`config.mk`:
```
export PLATFORM = sky130hd
export DESIGN_NAME = cell_overlap
export DESIGN_NICKNAME = d
export VERILOG_FILES = /design/src/rtl/wolf_pkg.sv /design/src/rtl/cell_overlap.sv
export SDC_FILE = /design/constraint.sdc
export NUM_CORES = 1
export LEC_CHECK = 0
export ABC_CLOCK_PERIOD_IN_PS = 10470
export CORE_ASPECT_RATIO = 1.75
export CORE_MARGIN = 4
export CORE_UTILIZATION = 54
export DETAILED_ROUTE_END_ITERATION = 10
export PLACE_DENSITY_LB_ADDON = 0.12
export SETUP_SLACK_MARGIN = 0.1
export SYNTH_ARGS = -nofsm -noshare
export SYNTH_HDL_FRONTEND = slang
export SYNTH_SLANG_ARGS = --single-unit
```
`constraint.sdc`:
```
create_clock -name vclk -period 10.47
set_clock_uncertainty 0.1 [all_clocks]
set_input_delay 2.094 -clock vclk [all_inputs]
set_output_delay 2.094 -clock vclk [all_outputs]
set_load 0.01 [all_outputs]
```
`src/rtl/wolf_pkg.sv`:
```
// Shared definitions for the wall collision checker.
// Holds the move codes, FSM state encoding, map geometry constants and the
// step decoder used by the CALC stage.
package wolf_pkg;

  localparam logic [1:0] MOVE_NONE  = 2'd0;
  localparam logic [1:0] MOVE_RIGHT = 2'd1;
  localparam logic [1:0] MOVE_LEFT  = 2'd2;
  localparam logic [1:0] MOVE_DOWN  = 2'd1;
  localparam logic [1:0] MOVE_UP    = 2'd2;

  localparam int GRID_COLS = 8;
  localparam int GRID_ROWS = 8;
  localparam int CELL_BITS = 2;
  localparam int NUM_CELLS = GRID_COLS * GRID_ROWS;

  localparam logic [1:0] WALL_EMPTY = 2'd0;

  // Coordinate width for the scan datapath; wide enough for x'+w and cx+C.
  localparam int COORD_W = 16;

  typedef enum logic [1:0] {
    ST_IDLE = 2'd0,
    ST_CALC = 2'd1,
    ST_SCAN = 2'd2,
    ST_DONE = 2'd3
  } state_t;

  // Decode a move code into a signed one-pixel delta; code 3 acts as none.
  function automatic logic signed [12:0] step_of(input logic [1:0] code,
                                                 input logic [1:0] pos_code,
                                                 input logic [1:0] neg_code);
    if (code == pos_code)      step_of = 13'sd1;
    else if (code == neg_code) step_of = -13'sd1;
    else                       step_of = 13'sd0;
  endfunction

endpackage

```
`src/rtl/cell_overlap.sv`:
```
// Combinational rectangle overlap test: stepped player box versus one
// map cell of edge CELL_SIZE. Edges are half-open, so touching boxes do
// not overlap.
module cell_overlap
  import wolf_pkg::*;
#(
  parameter int CELL_SIZE = 60
) (
  input  logic [COORD_W-1:0] box_x,
  input  logic [COORD_W-1:0] box_y,
  input  logic [COORD_W-1:0] box_w,
  input  logic [COORD_W-1:0] box_h,
  input  logic [COORD_W-1:0] cell_x,
  input  logic [COORD_W-1:0] cell_y,
  output logic               overlap
);

  localparam logic [COORD_W-1:0] CSZ = COORD_W'(CELL_SIZE);

  assign overlap = (box_x < cell_x + CSZ) && (cell_x < box_x + box_w) &&
                   (box_y < cell_y + CSZ) && (cell_y < box_y + box_h);

endmodule

```
# Word-level counts from Yosys, hierarchy flattened

Index checks and enable logic that the tools add are counted.

ROM bits: 0
Register bits: 0
Memories: 0
Memory bits (writable): 0
Latch bits: 0

Mux-type cells: 0
Multiply operators: 0
Reduce and logical (&&, ||, !) cells: 3
Bitwise gates (word level): 0
Shift-type cells: 0
Order comparisons: 4
Divide/modulo/power cells: 0
Equal/unequal tests: 0
Add/sub/neg operators: 4

Operator list:

| kind                                           | number |
|---|---|
| less-than comparator 16 bit                    | 4 |
| adder 16 bit                                   | 2 |
| adder 16 x 6 -> 16 bit (second input constant) | 2 |
| logical AND 1 bit                              | 3 |

# Logic depth before layout (Yosys ltp)

Gate-level depths: netlist of the first run.

Depth in word-level cells: 5
Mapped depth: 16
Mapped depth without buffers: 16

# Worst setup path before layout of the first run

OpenSTA, ideal clock, no wires.

Path kind: input to output
From: input box_y[0]
To: output overlap
Buffers on the path: 0
Data arrival time: 5.013 ns
Stages: 15
Slack: 3.263 ns
Data required time: 8.276 ns
Cells stage by stage: ha_1 > inv_1 > fa_1 > nor2b_1 > o31ai_1 > a211o_1 > o311ai_0 > a21oi_1 > xor2_1 > ha_1 > nand4_1 > nor3_1 > a221oi_1 > nand4_1 > nor4_1

Longest elaborated chain between the ends: 3
Elaborated cells between the ends (all ways): 5

Ends and longest elaborated chain:

| element                                                          | line                                   | RTL |
|---|---|---|
| from (decl)                                                      | cell_overlap.sv:10                     | `input logic [COORD_W-1:0] box_y,` |
| adder 16 bit or less-than comparator 16 bit (tied branches)      | cell_overlap.sv:21                     | `(box_y < cell_y + CSZ) && (cell_y < box_y + box_h);` |
| less-than comparator 16 bit or logical AND 1 bit (tied branches) | cell_overlap.sv:21, cell_overlap.sv:20 |  |
| logical AND 1 bit *                                              | cell_overlap.sv:21                     |  |
| to (decl)                                                        | cell_overlap.sv:15                     | `output logic overlap` |

Every way passes the cells marked *; elsewhere a longest branch is shown, timed or not.

# Worst setup path after layout of the first run

Same ends and word-level chain as after synthesis.

==> results of run 1 <==
through the flow:
stage | total power (µW) | hold slack (ps) | util [%]
final | 233 | 5480 | 74.6
after floorplan | 146 | 4410 | -
after global routing | 264 | 5520 | 74.6
after global placement | 225 | 5460 | 74.6
after CTS | 233 | 5490 | 74.6
after detailed placement | 231 | 5490 | 74.6
cell families (layout without fill, tap and decap cells):
group,after synthesis,count (layout),synth area share [%]
AOI/OAI and AO/OA,121,121,25.6
and+or+nand+nor,117,117,18.7
adders and majority gates,94,94,38.7
xor gates and xnor gates,52,52,14.8
buffers and inverters,18,112,2.19
cells in the mapped netlist (2+ instances only):
cell | count | area share (%)
nand4_1 | 12 | 2.4
o21bai_1 | 4 | 0.97
fa_1 | 2 | 1.3
nand2_1 | 31 | 3.8
and3_1 | 8 | 1.6
a21oi_1 | 42 | 6.8
o211ai_1 | 2 | 0.49
xor2_1 | 33 | 9.4
ha_1 | 92 | 37
nand2b_1 | 5 | 1.0
a22oi_1 | 2 | 0.49
a21boi_0 | 2 | 0.49
a41oi_1 | 2 | 0.57
a311oi_1 | 2 | 0.57
o21a_1 | 5 | 1.2
nor2b_1 | 3 | 0.61
a211o_1 | 2 | 0.57
o31ai_1 | 3 | 0.73
nand3_1 | 13 | 2.1
nor4_1 | 3 | 0.61
a41o_1 | 2 | 0.65
or4_1 | 2 | 0.49
a211oi_1 | 7 | 1.7
a21o_1 | 15 | 3.7
nor3_1 | 11 | 1.8
or2_2 | 2 | 0.41
inv_1 | 15 | 1.8
xnor2_1 | 19 | 5.4
o21ai_0 | 18 | 2.9
clkbuf_1 | 2 | 0.24
nor2_1 | 23 | 2.8
final timing paths:
check	start	end	slack, ps	depth (start not counted)
worst max-delay path	box_y[0]	overlap	2070	17
worst min-delay path	box_x[12]	overlap	5480	5
per-layer routing:
metal	vias to the layer above	track usage, %
met3	26	0.627
met5	-	0
li1	1723	-
met4	0	10.1
met2	95	56.7
met1	1556	24.8
critical path: cells and delay by family:
kind	cells	cell delay (ps)
buf+inv	3	1170
xor+xnor	1	160
fa+ha+maj	3	910
simple gates	3	510
compound gates	7	1370
final cells by class:
class,count,area [µm²],area share [%]
repair buffers,97,971,23.5
multi-input cells,384,3010,72.9
inverters,15,56.3,1.36
well taps,76,95.1,2.30
where the power goes:
part	total (µW)	switching (µW)	internal [µW]
sequential	0	0	0
clock	0	0	0
combinational	233	117	116
total	233	117	116
==> summary.md, run 1 <==
| Metric | Value |
|---|---|
| DR top layer | `met4` |
| Initial antenna violation count | `0` |
| Critical path arrival | `6210 ps` |
| Distinct cells, synth | `49` |
| Met3 wire len | `226 µm` |
| Fillers | `465` |
| Layout area overhead | `34.2%` |
| # rows | `36` |
| Mapped Area | `0.00308 mm²` |
| Min Tclk post-route | `8400 ps` |
| Detail Route Antenna Nets | `0` |
| Met2 WL | `5320 µm` |
| Total gr overflow | `0` |
| DR vias/cell | `5.94` |
| RSZ-0062 raised after global routing | `false` |
| Metal1 wirelength | `3300 µm` |
| Fin Setup TNS | `0 ps` |
| Leading cell type in the layout, fill and taps excluded | `clkdlybuf4s50_1` |
| DR WL/cell | `16.1 µm` |
| Clock buffer count | `0` |
| Placed cells | `572` |
| Final Max Slew Viols | `0` |
| Critical path peak fanout | `4` |
| Largest net degree at the start of global routing | `10` |
| CP max stage delay | `620 ps` |
| Sequential fraction of the synthesis area | `0%` |
| Overall routing resource usage | `26.3%` |
| Startpoint class of the critical path | `primary input` |
| Commonest non-fill, non-tap cells in the layout | `97 x clkdlybuf4s50_1, 92 x ha_1, 42 x a21oi_1` |
| Port-buffer cells | `97` |
| Hold WC Path Type | `in2out` |
| Area of the die | `0.00702 mm²` |
| Final net count | `688` |
| Period utilisation layout | `80.2%` |
| Global-route wire length before repair | `15,100 µm` |
| Achievable Freq | `0.119 GHz` |
| Ant. Diodes | `0` |
| Worst path cell trace | `clkdlybuf4s50_1 > ha_1 > inv_1 > fa_1 > nor2b_1 > o31ai_1 > a211o_1 > o311ai_0 > a21oi_1 > xor2_1 > ha_1 > a21o_1 > a21oi_1 > o22a_1 > nand4_1 > nor4_1 > clkdlybuf4s50_1` |
| Max-Cap Viols | `0` |
| Core area | `0.00554 mm²` |
| Max stage delay cell, worst path | `clkdlybuf4s50_1` |
| I/O Pins | `97` |
| Rel. slew slack | `55.7%` |
| CTS resizes | `0` |
| Starting Density | `55.6%` |
| DR pass1 iterations | `4` |
| Pwr Density | `56.4 mW/mm²` |
| Placed cell area | `0.00414 mm²` |
| DPL Wire Length | `8260 µm` |
| Proportion of layout cells with a drive suffix above 1 | `0.806%` |
| Vias | `3,400` |
| Worst vdd ir | `0.0000292 V` |
| Syn avg cell area | `7.66 µm²` |
| Outcome | `finished, final reports clean` |
| Drc violations | `0` |
| Seq_cells | `0` |
| Hold_buf cts | `0` |
| Post-Syn Nets | `592` |
| Reg area | `0 µm²` |
| Final cell count without fillers | `572` |
| Die Y | `108 µm` |
| Pleak | `0.00187 µW` |
| Required time worst endpoint | `8280 ps` |
| Die Width | `65.1 µm` |
| Vias in the first global route | `3,529` |
| # setup viols final | `0` |
| Post-Synthesis Cells | `402` |
| Starting DRT DRC Count | `160` |
| Place WS | `2070 ps` |
| Final instance area | `0.00414 mm²` |
| Setup ws final | `2070 ps` |
| WL final | `9230 µm` |
| Routability cong. | `0.960` |
| Crit Path Category | `in2out` |
| Tightest Pin Transition | `664 ps` |
| Critical path endpoint category | `output pin` |
| Hold Fails Final Rpt | `0` |
| Yosys warns | `0` |
| Setup bufs post-CTS | `0` |
Note: power is estimated with default switching activity, not from simulation.
==> run 2: changes to the inputs <==
--- a/config.mk
+++ b/config.mk
@@ -5,10 +5,10 @@
 export SDC_FILE = /design/constraint.sdc
 export NUM_CORES = 1
 export LEC_CHECK = 0
-export ABC_CLOCK_PERIOD_IN_PS = 10470
+export ABC_CLOCK_PERIOD_IN_PS = 8700
 export CORE_ASPECT_RATIO = 1.75
 export CORE_MARGIN = 4
-export CORE_UTILIZATION = 54
+export CORE_UTILIZATION = 50
 export DETAILED_ROUTE_END_ITERATION = 10
 export PLACE_DENSITY_LB_ADDON = 0.12
 export SETUP_SLACK_MARGIN = 0.1
==> constraint.sdc (replaced) <==
create_clock -name vclk -period 8.7
set_clock_uncertainty 0.1 [all_clocks]
set_input_delay 1.74 -clock vclk [all_inputs]
set_output_delay 1.74 -clock vclk [all_outputs]
set_load 0.01 [all_outputs]
==> summary.md, run 2 (same netlist as run 1, synthesis figures left out) <==
| Metric | Value |
|---|---|
| Hold WC Path Type | `in2out` |
| Core area | `0.00593 mm²` |
| RSZ-0062 raised after global routing | `false` |
| Reg area | `0 µm²` |
| WL final | `9250 µm` |
| Die Width | `67.3 µm` |
| Overall routing resource usage | `24.2%` |
| Outcome | `finished, final reports clean` |
| Critical path arrival | `5850 ps` |
| Required time worst endpoint | `6860 ps` |
| Hold_buf cts | `0` |
| Tightest Pin Transition | `754 ps` |
| Routability cong. | `0.931` |
| CTS resizes | `0` |
| Achievable Freq | `0.130 GHz` |
| Starting Density | `52.0%` |
| Hold Fails Final Rpt | `0` |
| Global-route wire length before repair | `14,800 µm` |
| Min Tclk post-route | `7690 ps` |
| Fin Setup TNS | `0 ps` |
| Die Y | `112 µm` |
| Vias | `3,375` |
| Layout area overhead | `34.3%` |
| DR pass1 iterations | `4` |
| Pleak | `0.00187 µW` |
| Startpoint class of the critical path | `primary input` |
| DPL Wire Length | `8250 µm` |
| Final Util | `69.8%` |
| Vias in the first global route | `3,506` |
| Max stage delay cell, worst path | `clkdlybuf4s50_1` |
| Detail Route Antenna Nets | `0` |
| Initial antenna violation count | `0` |
| DR WL/cell | `16.1 µm` |
| Final net count | `688` |
| Worst path cell trace | `clkdlybuf4s50_1 > ha_1 > inv_1 > fa_1 > nor2b_1 > o31ai_1 > a211o_1 > o311ai_0 > a21oi_1 > xor2_1 > ha_1 > nand4_1 > nor3_1 > a221oi_1 > nand4_1 > nor4_1 > clkdlybuf4s50_1` |
| Commonest non-fill, non-tap cells in the layout | `97 x clkdlybuf4s50_1, 92 x ha_1, 42 x a21oi_1` |
| Crit. Startpoint | `box_y[0]` |
| Pwr Density | `67.6 mW/mm²` |
| Proportion of layout cells with a drive suffix above 1 | `0.806%` |
| Critical path peak fanout | `4` |
| Placed cell area | `0.00414 mm²` |
| Area of the die | `0.00753 mm²` |
| Crit Path Category | `in2out` |
| Port-buffer cells | `97` |
| Critical path endpoint category | `output pin` |
| Final Max Slew Viols | `0` |
| Seq_cells | `0` |
| Period utilisation layout | `88.4%` |
| Clock buffer count | `0` |
| Leading cell type in the layout, fill and taps excluded | `clkdlybuf4s50_1` |
| Max-Cap Viols | `0` |
| # setup viols final | `0` |
| Setup bufs post-CTS | `0` |
| CP Capture Point | `overlap` |
| Ant. Diodes | `0` |
| DR vias/cell | `5.88` |
| Final instance area | `0.00414 mm²` |
| Starting DRT DRC Count | `141` |
| I/O Pins | `97` |
| Drc violations | `0` |
| # rows | `37` |
| Rel. slew slack | `49.6%` |
| CP max stage delay | `600 ps` |
| Fin Hold WS | `4760 ps` |
| Worst vdd ir | `0.0000352 V` |
| Total gr overflow | `0` |
| Largest net degree at the start of global routing | `10` |
run 2: cell counts in the layout (fill, tap and decap cells not counted):
Identical to the previous run, type by type.
run 2: how the worst min path moves through the flow:
| stage | from | to | slack, ps | cells after the start |
|---|---|---|---|---|
| 2_1_floorplan | box_x[12] | overlap | 3700 | 3 |
| 3_3_place_gp | box_x[12] | overlap | 4750 | 5 |
| 3_5_place_dp | box_x[12] | overlap | 4760 | 5 |
| 4_1_cts | box_x[12] | overlap | 4760 | 5 |
| 5_1_grt | box_x[12] | overlap | 4790 | 5 |
| 6_report | box_x[12] | overlap | 4760 | 5 |
run 2: per-stage QoR:
step	setup WS, ps	total power [µW]	std cells
4_1_cts	1040	280	574
3_3_place_gp	1040	271	574
2_1_floorplan	2200	176	402
5_1_grt	725	316	574
3_5_place_dp	1070	278	574
6_report	1010	280	574
run 2: final cells by class:
class	instances	area, µm²
inverter	15	56.3
fill	548	1790
multi-input combinational	384	3010
timing repair buffer	97	971
tap	78	97.6
run 2: routing by layer:
| metal | global-route usage (%) | vias up | wire length (µm) |
|---|---|---|---|
| li1 | - | 1721 | - |
| met1 | 23.6 | 1532 | 3430 |
| met2 | 49.7 | 96 | 5080 |
| met3 | 1.01 | 26 | 332 |
| met4 | 8.67 | 0 | 395 |
| met5 | 0 | - | 0 |
run 2: worst max-delay path, delay by kind of cell:
family,cells,cell delay [ps]
and+or+nand+nor,5,750
adders and majority gates,3,890
AOI/OAI and AO/OA,5,1170
xor gates and xnor gates,1,150
buffers and inverters,3,1140
run 2: power by group:
| part | switching (µW) | internal, µW |
|---|---|---|
| registers | 0 | 0 |
| logic | 140 | 140 |
| clock network | 0 | 0 |
| total | 140 | 140 |
